--- src/rtl/bullet_pool_controller.sv ---
// Round-robin pool of upward-moving bullet slots launched from a fire button.
// Optional launch cooldown is enabled by defining BULLET_COOLDOWN_EN.
module bullet_pool_controller #(
  parameter int NUM_SLOTS      = 4,
  parameter int TICK_BIT       = 17,
  parameter int BULLET_SPEED   = 2,
  parameter int COOLDOWN_TICKS = 16,
  parameter int SPRITE_W       = 32,
  parameter int BULLET_W       = 4,
  parameter int BULLET_H       = 8
) (
  input  logic                    clk25,
  input  logic                    rst,
  input  logic                    btn_fire,
  input  logic [9:0]              sprite_x,
  input  logic [9:0]              sprite_y,
  output logic [10*NUM_SLOTS-1:0] bullet_x,
  output logic [10*NUM_SLOTS-1:0] bullet_y,
  output logic [NUM_SLOTS-1:0]    bullet_active,
  output logic                    fire_ack,
  output logic                    pool_full
);

  localparam int RR_W = $clog2(NUM_SLOTS);
  localparam logic [9:0] SPEED10  = 10'(BULLET_SPEED);
  localparam logic [9:0] XOFS10   = 10'(SPRITE_W / 2 - BULLET_W / 2);
  localparam logic [9:0] BH10     = 10'(BULLET_H);

  logic [19:0]           move_cnt;
  logic                  tick;
  logic                  btn_fire_p1;
  logic                  armed;
  logic                  fire_rise;
  logic                  fire_pending;
  logic [RR_W-1:0]       rr;
  logic [RR_W-1:0]       chosen;
  logic [RR_W-1:0]       probe;
  logic                  free_found;
  logic                  cd_block;
  logic                  launch;
  logic [9:0]            slot_x [NUM_SLOTS];
  logic [9:0]            slot_y [NUM_SLOTS];
  logic [NUM_SLOTS-1:0]  slot_act;

  function automatic logic [9:0] sat_sub10(input logic [9:0] a, input logic [9:0] b);
    return (a < b) ? 10'd0 : a - b;
  endfunction

  assign tick = move_cnt[TICK_BIT];

  // armed stays low after reset until the button is seen released, so a
  // button held through reset cannot produce a launch.
  assign fire_rise = btn_fire & ~btn_fire_p1 & armed;

  always_comb begin
    free_found = 1'b0;
    chosen     = '0;
    probe      = '0;
    for (int k = 0; k < NUM_SLOTS; k++) begin
      probe = RR_W'((int'(rr) + k) % NUM_SLOTS);
      if (!free_found && !slot_act[probe]) begin
        free_found = 1'b1;
        chosen     = probe;
      end
    end
  end

`ifdef BULLET_COOLDOWN_EN
  logic [15:0] cd_cnt;

  assign cd_block = (cd_cnt != 16'd0);

  always_ff @(posedge clk25) begin
    if (rst) begin
      cd_cnt <= 16'd0;
    end else if (launch) begin
      cd_cnt <= 16'(COOLDOWN_TICKS);
    end else if (tick && cd_cnt != 16'd0) begin
      cd_cnt <= cd_cnt - 16'd1;
    end
  end
`else
  assign cd_block = 1'b0;
`endif

  assign launch = fire_pending & free_found & ~cd_block;

  always_ff @(posedge clk25) begin
    if (rst) begin
      move_cnt     <= 20'd0;
      btn_fire_p1  <= 1'b0;
      armed        <= 1'b0;
      fire_pending <= 1'b0;
      rr           <= '0;
      fire_ack     <= 1'b0;
    end else begin
      move_cnt     <= tick ? 20'd0 : move_cnt + 20'd1;
      btn_fire_p1  <= btn_fire;
      if (!btn_fire) armed <= 1'b1;
      fire_pending <= launch ? 1'b0 : (fire_pending | fire_rise);
      if (launch) rr <= RR_W'((int'(chosen) + 1) % NUM_SLOTS);
      fire_ack     <= launch;
    end
  end

  // A freshly launched slot was inactive, so it never also takes the tick move.
  always_ff @(posedge clk25) begin
    if (rst) begin
      slot_act <= '0;
      for (int i = 0; i < NUM_SLOTS; i++) begin
        slot_x[i] <= 10'd0;
        slot_y[i] <= 10'd0;
      end
    end else begin
      for (int i = 0; i < NUM_SLOTS; i++) begin
        if (launch && chosen == RR_W'(i)) begin
          slot_act[i] <= 1'b1;
          slot_x[i]   <= sprite_x + XOFS10;
          slot_y[i]   <= sat_sub10(sprite_y, BH10);
        end else if (tick && slot_act[i]) begin
          if (slot_y[i] < SPEED10) begin
            slot_act[i] <= 1'b0;
            slot_x[i]   <= 10'd0;
            slot_y[i]   <= 10'd0;
          end else begin
            slot_y[i]   <= sat_sub10(slot_y[i], SPEED10);
          end
        end
      end
    end
  end

  for (genvar g = 0; g < NUM_SLOTS; g++) begin : g_pack
    assign bullet_x[10*g +: 10] = slot_x[g];
    assign bullet_y[10*g +: 10] = slot_y[g];
  end

  assign bullet_active = slot_act;
  assign pool_full     = &slot_act;

endmodule

--- config.mk ---
export PLATFORM = sky130hd
export DESIGN_NAME = bullet_pool_controller
export DESIGN_NICKNAME = d
export VERILOG_FILES = /design/src/rtl/bullet_pool_controller.sv
export SDC_FILE = /design/constraint.sdc
export NUM_CORES = 1
export LEC_CHECK = 0
export BUFFER_PORTS_ARGS = -buffer_cell sky130_fd_sc_hd__buf_2
export CAP_MARGIN = 20
export CORE_ASPECT_RATIO = 0.7
export CORE_MARGIN = 2
export CORE_UTILIZATION = 56
export DETAILED_ROUTE_END_ITERATION = 16
export HOLD_SLACK_MARGIN = 0.12
export PLACE_DENSITY = 0.8
export SYNTH_ARGS = -nofsm -noshare
export SYNTH_HDL_FRONTEND = slang
export SYNTH_SLANG_ARGS = --single-unit
export TNS_END_PERCENT = 50
--- constraint.sdc ---
create_clock -name clk25 -period 3.2 [get_ports clk25]
set_input_delay 0.64 -clock clk25 [delete_from_list [all_inputs] [get_ports clk25]]
set_output_delay 0.64 -clock clk25 [all_outputs]
set_load 0.05 [all_outputs]
# After elaboration in Yosys (flattened, before gate mapping)

Memories as Yosys holds them, arrays and structs flattened.
Cells that the tools add are included.

Register bits: 30
Bits in writable memories: 80
Bits of input ports: 23
Memories kept: 2

$add $sub $neg: 11
$lt $le $gt $ge: 9
Equality and inequality tests: 3
Muxes and demuxes: 107
Bitwise logic cells: 25
Reduce and logical (&&, ||, !) cells: 32

Memories:

| memory | depth | width | read ports | clocked after memory_dff | wr ports | RTL line | text |
|---|---|---|---|---|---|---|---|
| slot_x | 4     | 10    | 4          | 0                        | 4        | 41       | `logic [9:0] slot_x [NUM_SLOTS];` |
| slot_y | 4     | 10    | 4          | 0                        | 4        | 42       | `logic [9:0] slot_y [NUM_SLOTS];` |

Operators with widths:

| cell                    | count |
|---|---|
| $mux W10                | 25 |
| $mux W1                 | 74 |
| $lt A10 B2 Y1 const B   | 4 |
| $sub A10 B2 Y10 const B | 4 |
| $or A1 B1 Y1            | 21 |
| $add A20 B1 Y20 const B | 1 |
| $reduce_bool A2 Y1      | 8 |
| $lt A2 B3 Y1 const B    | 4 |
| $logic_and A1 B1 Y1     | 11 |
| $add A10 B4 Y10 const B | 1 |
| $lt A10 B4 Y1 const B   | 1 |
| $sub A10 B4 Y10 const B | 1 |
| $bmux W1 S2             | 4 |
| $mux W2                 | 4 |
| $reduce_and A2 Y1       | 4 |
| $logic_not A1 Y1        | 5 |
| $add A2 B1 Y2 const B   | 2 |
| $add A2 B2 Y2 const B   | 2 |
| $eq A2 B2 Y1 const B    | 2 |
| $reduce_and A4 Y1       | 1 |
| $reduce_or A2 Y1        | 2 |
| $and A1 B1 Y1           | 3 |
| $eq A2 B1 Y1 const B    | 1 |
| $logic_not A2 Y1        | 1 |
| $not A1 Y1              | 1 |

# Longest topological paths before layout

Depth in word-level cells: 20
Mapped depth: 11

# Least setup slack after synthesis

OpenSTA, ideal clock, no wires.

Path kind: reg-to-reg
Start point: memory slot_y[1][4]
End point: memory slot_x[1][0] (enable)
Setup time: 0.391 ns
Arrival: 2.441 ns
Path slack: 0.368 ns
Cell stages (with the launch flop): 4
Path buffers: 0
Clock period less this slack: 2.832 ns
Cells stage by stage: edfxtp_1 nor4_1 nand3_2 o21ai_0

RTL lines:

| element         | RTL line |
|---|---|
| start, declared | 42 |
| end, declared   | 41 |

==> results.json <==
{
  "status": "finished clean",
  "p_int_w": 0.002208,
  "rsz0062_at_grt": "false",
  "fin_worst_skew_ns": 0.006982,
  "slowest_stage": "a311oi_2",
  "combinationalPowerShare": 0.134,
  "cts_root_buf": "clkbuf_16",
  "p_leak_nw": 2.648,
  "path_delay_family": "compound AO/OA/AOI/OAI gates",
  "numPortBuffers": 108,
  "cts_resized": 0,
  "ir_drop_uv": 297.5,
  "fin_util": 0.6798,
  "grt_use_met2": 0.4131,
  "post-route-period-util": 0.9002,
  "io_pins": 109,
  "crit_path_end_kind": "flip-flop",
  "grt_overflow": 0,
  "yosys_warnings": 0,
  "ys_types": 64,
  "layout_commonest_cell": "buf_2",
  "power_frac_seq": 0.509,
  "synth_edf_count": 80,
  "grt_pass1_wl_um": 22200,
  "drive_above_1_share": 0.2334,
  "finalHoldViolations": 0,
  "nNetsFinal": 693,
  "cts_htree_levels": 3,
  "busiest_layer": "met2",
  "hold_class": "flip-flop to flip-flop",
  "antenna_found_initial": 0,
  "dieArea_um2": 10790,
  "gp_congestion": 0.9778,
  "coreArea_um2": 9684,
  "async_reset_ff_frac": 0,
  "grt.met3_usage": 0.05955,
  "relSlewSlack": 0.4328,
  "syn_inst": 546,
  "antenna_cells": 0,
  "grt_pass1_vias": 4292,
  "p_sw_frac": 0.2906,
  "synthesis.area_um2": 5580,
  "area_growth_pct": 17.98,
  "crit_required_ns": 3.40,
  "cts_max_path_buffers": 2,
  "cap_violations": 0,
  "regArea_um2": 2963,
  "worstMarginPinSlew_ns": 0.8507,
  "grt_util_all_layers": 0.2701,
  "synth-seq-cells": 108,
  "worst_setup_path_start_kind": "flip-flop",
  "vias": 4714,
  "clkLatencyLatePin_ns": 0.35,
  "crit_path_frequent_cell": "a21oi_1",
  "placed_cells": 776,
  "die_y_um": 87.52,
  "crit_path_cell_trace": "or2b_1 -> a21oi_1 -> a311oi_1 -> and2_1 -> ha_1 -> a311oi_2 -> nand3_1 -> a21oi_1",
  "slowest_delay_ns": 0.77,
  "path_clk_slew_ns": 0.07,
  "path_class": "flip-flop to flip-flop",
  "ant_nets": 0,
  "grt_max_degree": 23,
  "max_freq_ghz": 0.3471,
  "crit_fanout": 11,
  "vias_per_cell": 5.952,
  "clock_power_share": 0.357,
  "syn_avg_cell_area_um2": 10.22,
  "multi_input_area_um2": 2449,
  "fin_crit_ns": 2.881,
  "initial_utilization": 0.5762,
  "fp-row-count": 30,
  "cts_hold_buf": 0,
  "drtIter0Drc": 453,
  "slew_violations": 0,
  "drt-wirelength-per-cell_um": 17.85,
  "yosysSeqAreaShare": 0.5309,
  "hpwl_um": 10490,
  "cts.sinks": 108,
  "firstDrtPassIters": 5,
  "power_density_nw_per_um2": 472.8,
  "post_cts.repair.setup_buffers": 0,
  "synth_top_flop_cell": "edfxtp_1",
  "synth_top_cell_by_area": "edfxtp_1",
  "cp_num_buf_inv": 0,
  "drc": 0,
  "synth.top_cell.area_share": 0.4305,
  "setup_viol": 0,
  "switchingPower_w": 0.0009045,
  "grt_util_met1": 0.3938,
  "n_fill_cell": 751,
  "cts_tree": "yes",
  "yosys-top-cells-area": "edfxtp_1 43%, dfxtp_1 10%, nor2_1 4.9%",
  "critical_path_arrival_ns": 3.08,
  "stdcell_count": 792,
  "drt_wl_total_um": 14140,
  "die_width_um": 123.3,
  "synth_nets": 580,
  "cts_buffers": 9,
  "fin_tns_setup_ns": 0,
  "final_cell_mix": "108 x buf_2, 80 x edfxtp_1, 73 x nor2_1"
}
-- sequential cells by signal, summed over array words and instances (netlist names) --
| signal | flops |
|---|---|
| slot_x | 40 |
| slot_y | 40 |
| move_cnt | 18 |
| bullet_active | 4 |
| rr | 2 |
| armed | 1 |
| btn_fire_p1 | 1 |
| fire_ack | 1 |
| fire_pending | 1 |
-- stage by stage --
stage | total power (W) | setup slack (ns) | hold WS (ns) | cell area (µm²)
2_1_floorplan | 0.001901 | 0.3677 | 0.4175 | 5580
3_3_place_gp | 0.002019 | 0.6249 | 0.4298 | 6285
3_5_place_dp | 0.002028 | 0.3581 | 0.4418 | 6285
4_1_cts | 0.003125 | 0.3275 | 0.4584 | 6584
5_1_grt | 0.003211 | 0.1269 | 0.4923 | 6584
6_report | 0.003113 | 0.3193 | 0.4541 | 6584
-- final timing paths --
check	startpoint	endpoint	slack (ns)	depth (start not counted)
worst min register to register	move_cnt[0]$_SDFF_PP0_	move_cnt[0]$_SDFF_PP0_	0.45	1
worst max-delay path	bullet_active[1]$_SDFFE_PP0P_	slot_y[1][5]$_SDFFCE_PN0P_	0.32	8
worst min-delay path	move_cnt[0]$_SDFF_PP0_	move_cnt[0]$_SDFF_PP0_	0.45	1
worst max register to register	bullet_active[1]$_SDFFE_PP0P_	slot_y[1][5]$_SDFFCE_PN0P_	0.32	8
-- metal layers --
metal  part of all wire  up-vias
li1                   -     2253
met1               0.46     2248
met2               0.46      195
met3              0.075       18
met4             0.0098        0
met5                  0        -
-- logic make-up (layout without fill, tap and decap cells) --
group                      after synthesis  after routing  synth area share
xor gates and xnor gates                32             32           0.05022
muxes                                    7              7           0.01256
buffers and inverters                   40            158           0.03027
adders and majority gates               11             11           0.02466
and+or+nand+nor                        246            246            0.2251
DFF                                    108            108            0.5309
AOI/OAI and AO/OA                      102            102            0.1262
-- power groups by stage --
stage	combinational, W	clock, W	sequential [W]
after floorplan	0.000141	0	0.00176
after global placement	0.000406	0	0.00161
after detailed placement	0.000414	0	0.00161
after CTS	0.000416	0.00113	0.00158
after global routing	0.000445	0.00118	0.00159
final	0.000418	0.00111	0.00158
-- cell type report --
| class | instances | area share |
|---|---|---|
| Clock buffer | 9 | 0.03421 |
| Tap cell | 128 | 0.02433 |
| Sequential cell | 108 | 0.4500 |
| Multi-Input combinational cell | 398 | 0.3719 |
| Inverter | 22 | 0.01254 |
| Clock inverter | 7 | 0.01121 |
| Timing Repair Buffer | 120 | 0.09578 |
-- synthesized netlist by cell type (6+ instances only) --
cell type  instances
a211oi_1           6
a21oi_1           32
buf_2              6
clkbuf_1           9
dfxtp_1           28
edfxtp_1          80
ha_1              11
inv_1             22
mux2i_1            7
nand2_1           49
nand3_1           28
nand4_1            6
nor2_1            73
nor3_1            17
nor3b_1            7
nor4_1            10
o211ai_1           9
o21ai_0           16
or3_1             10
or4_1              7
xnor2_1           11
xor2_1            21
(Power assumes the default switching activity.)
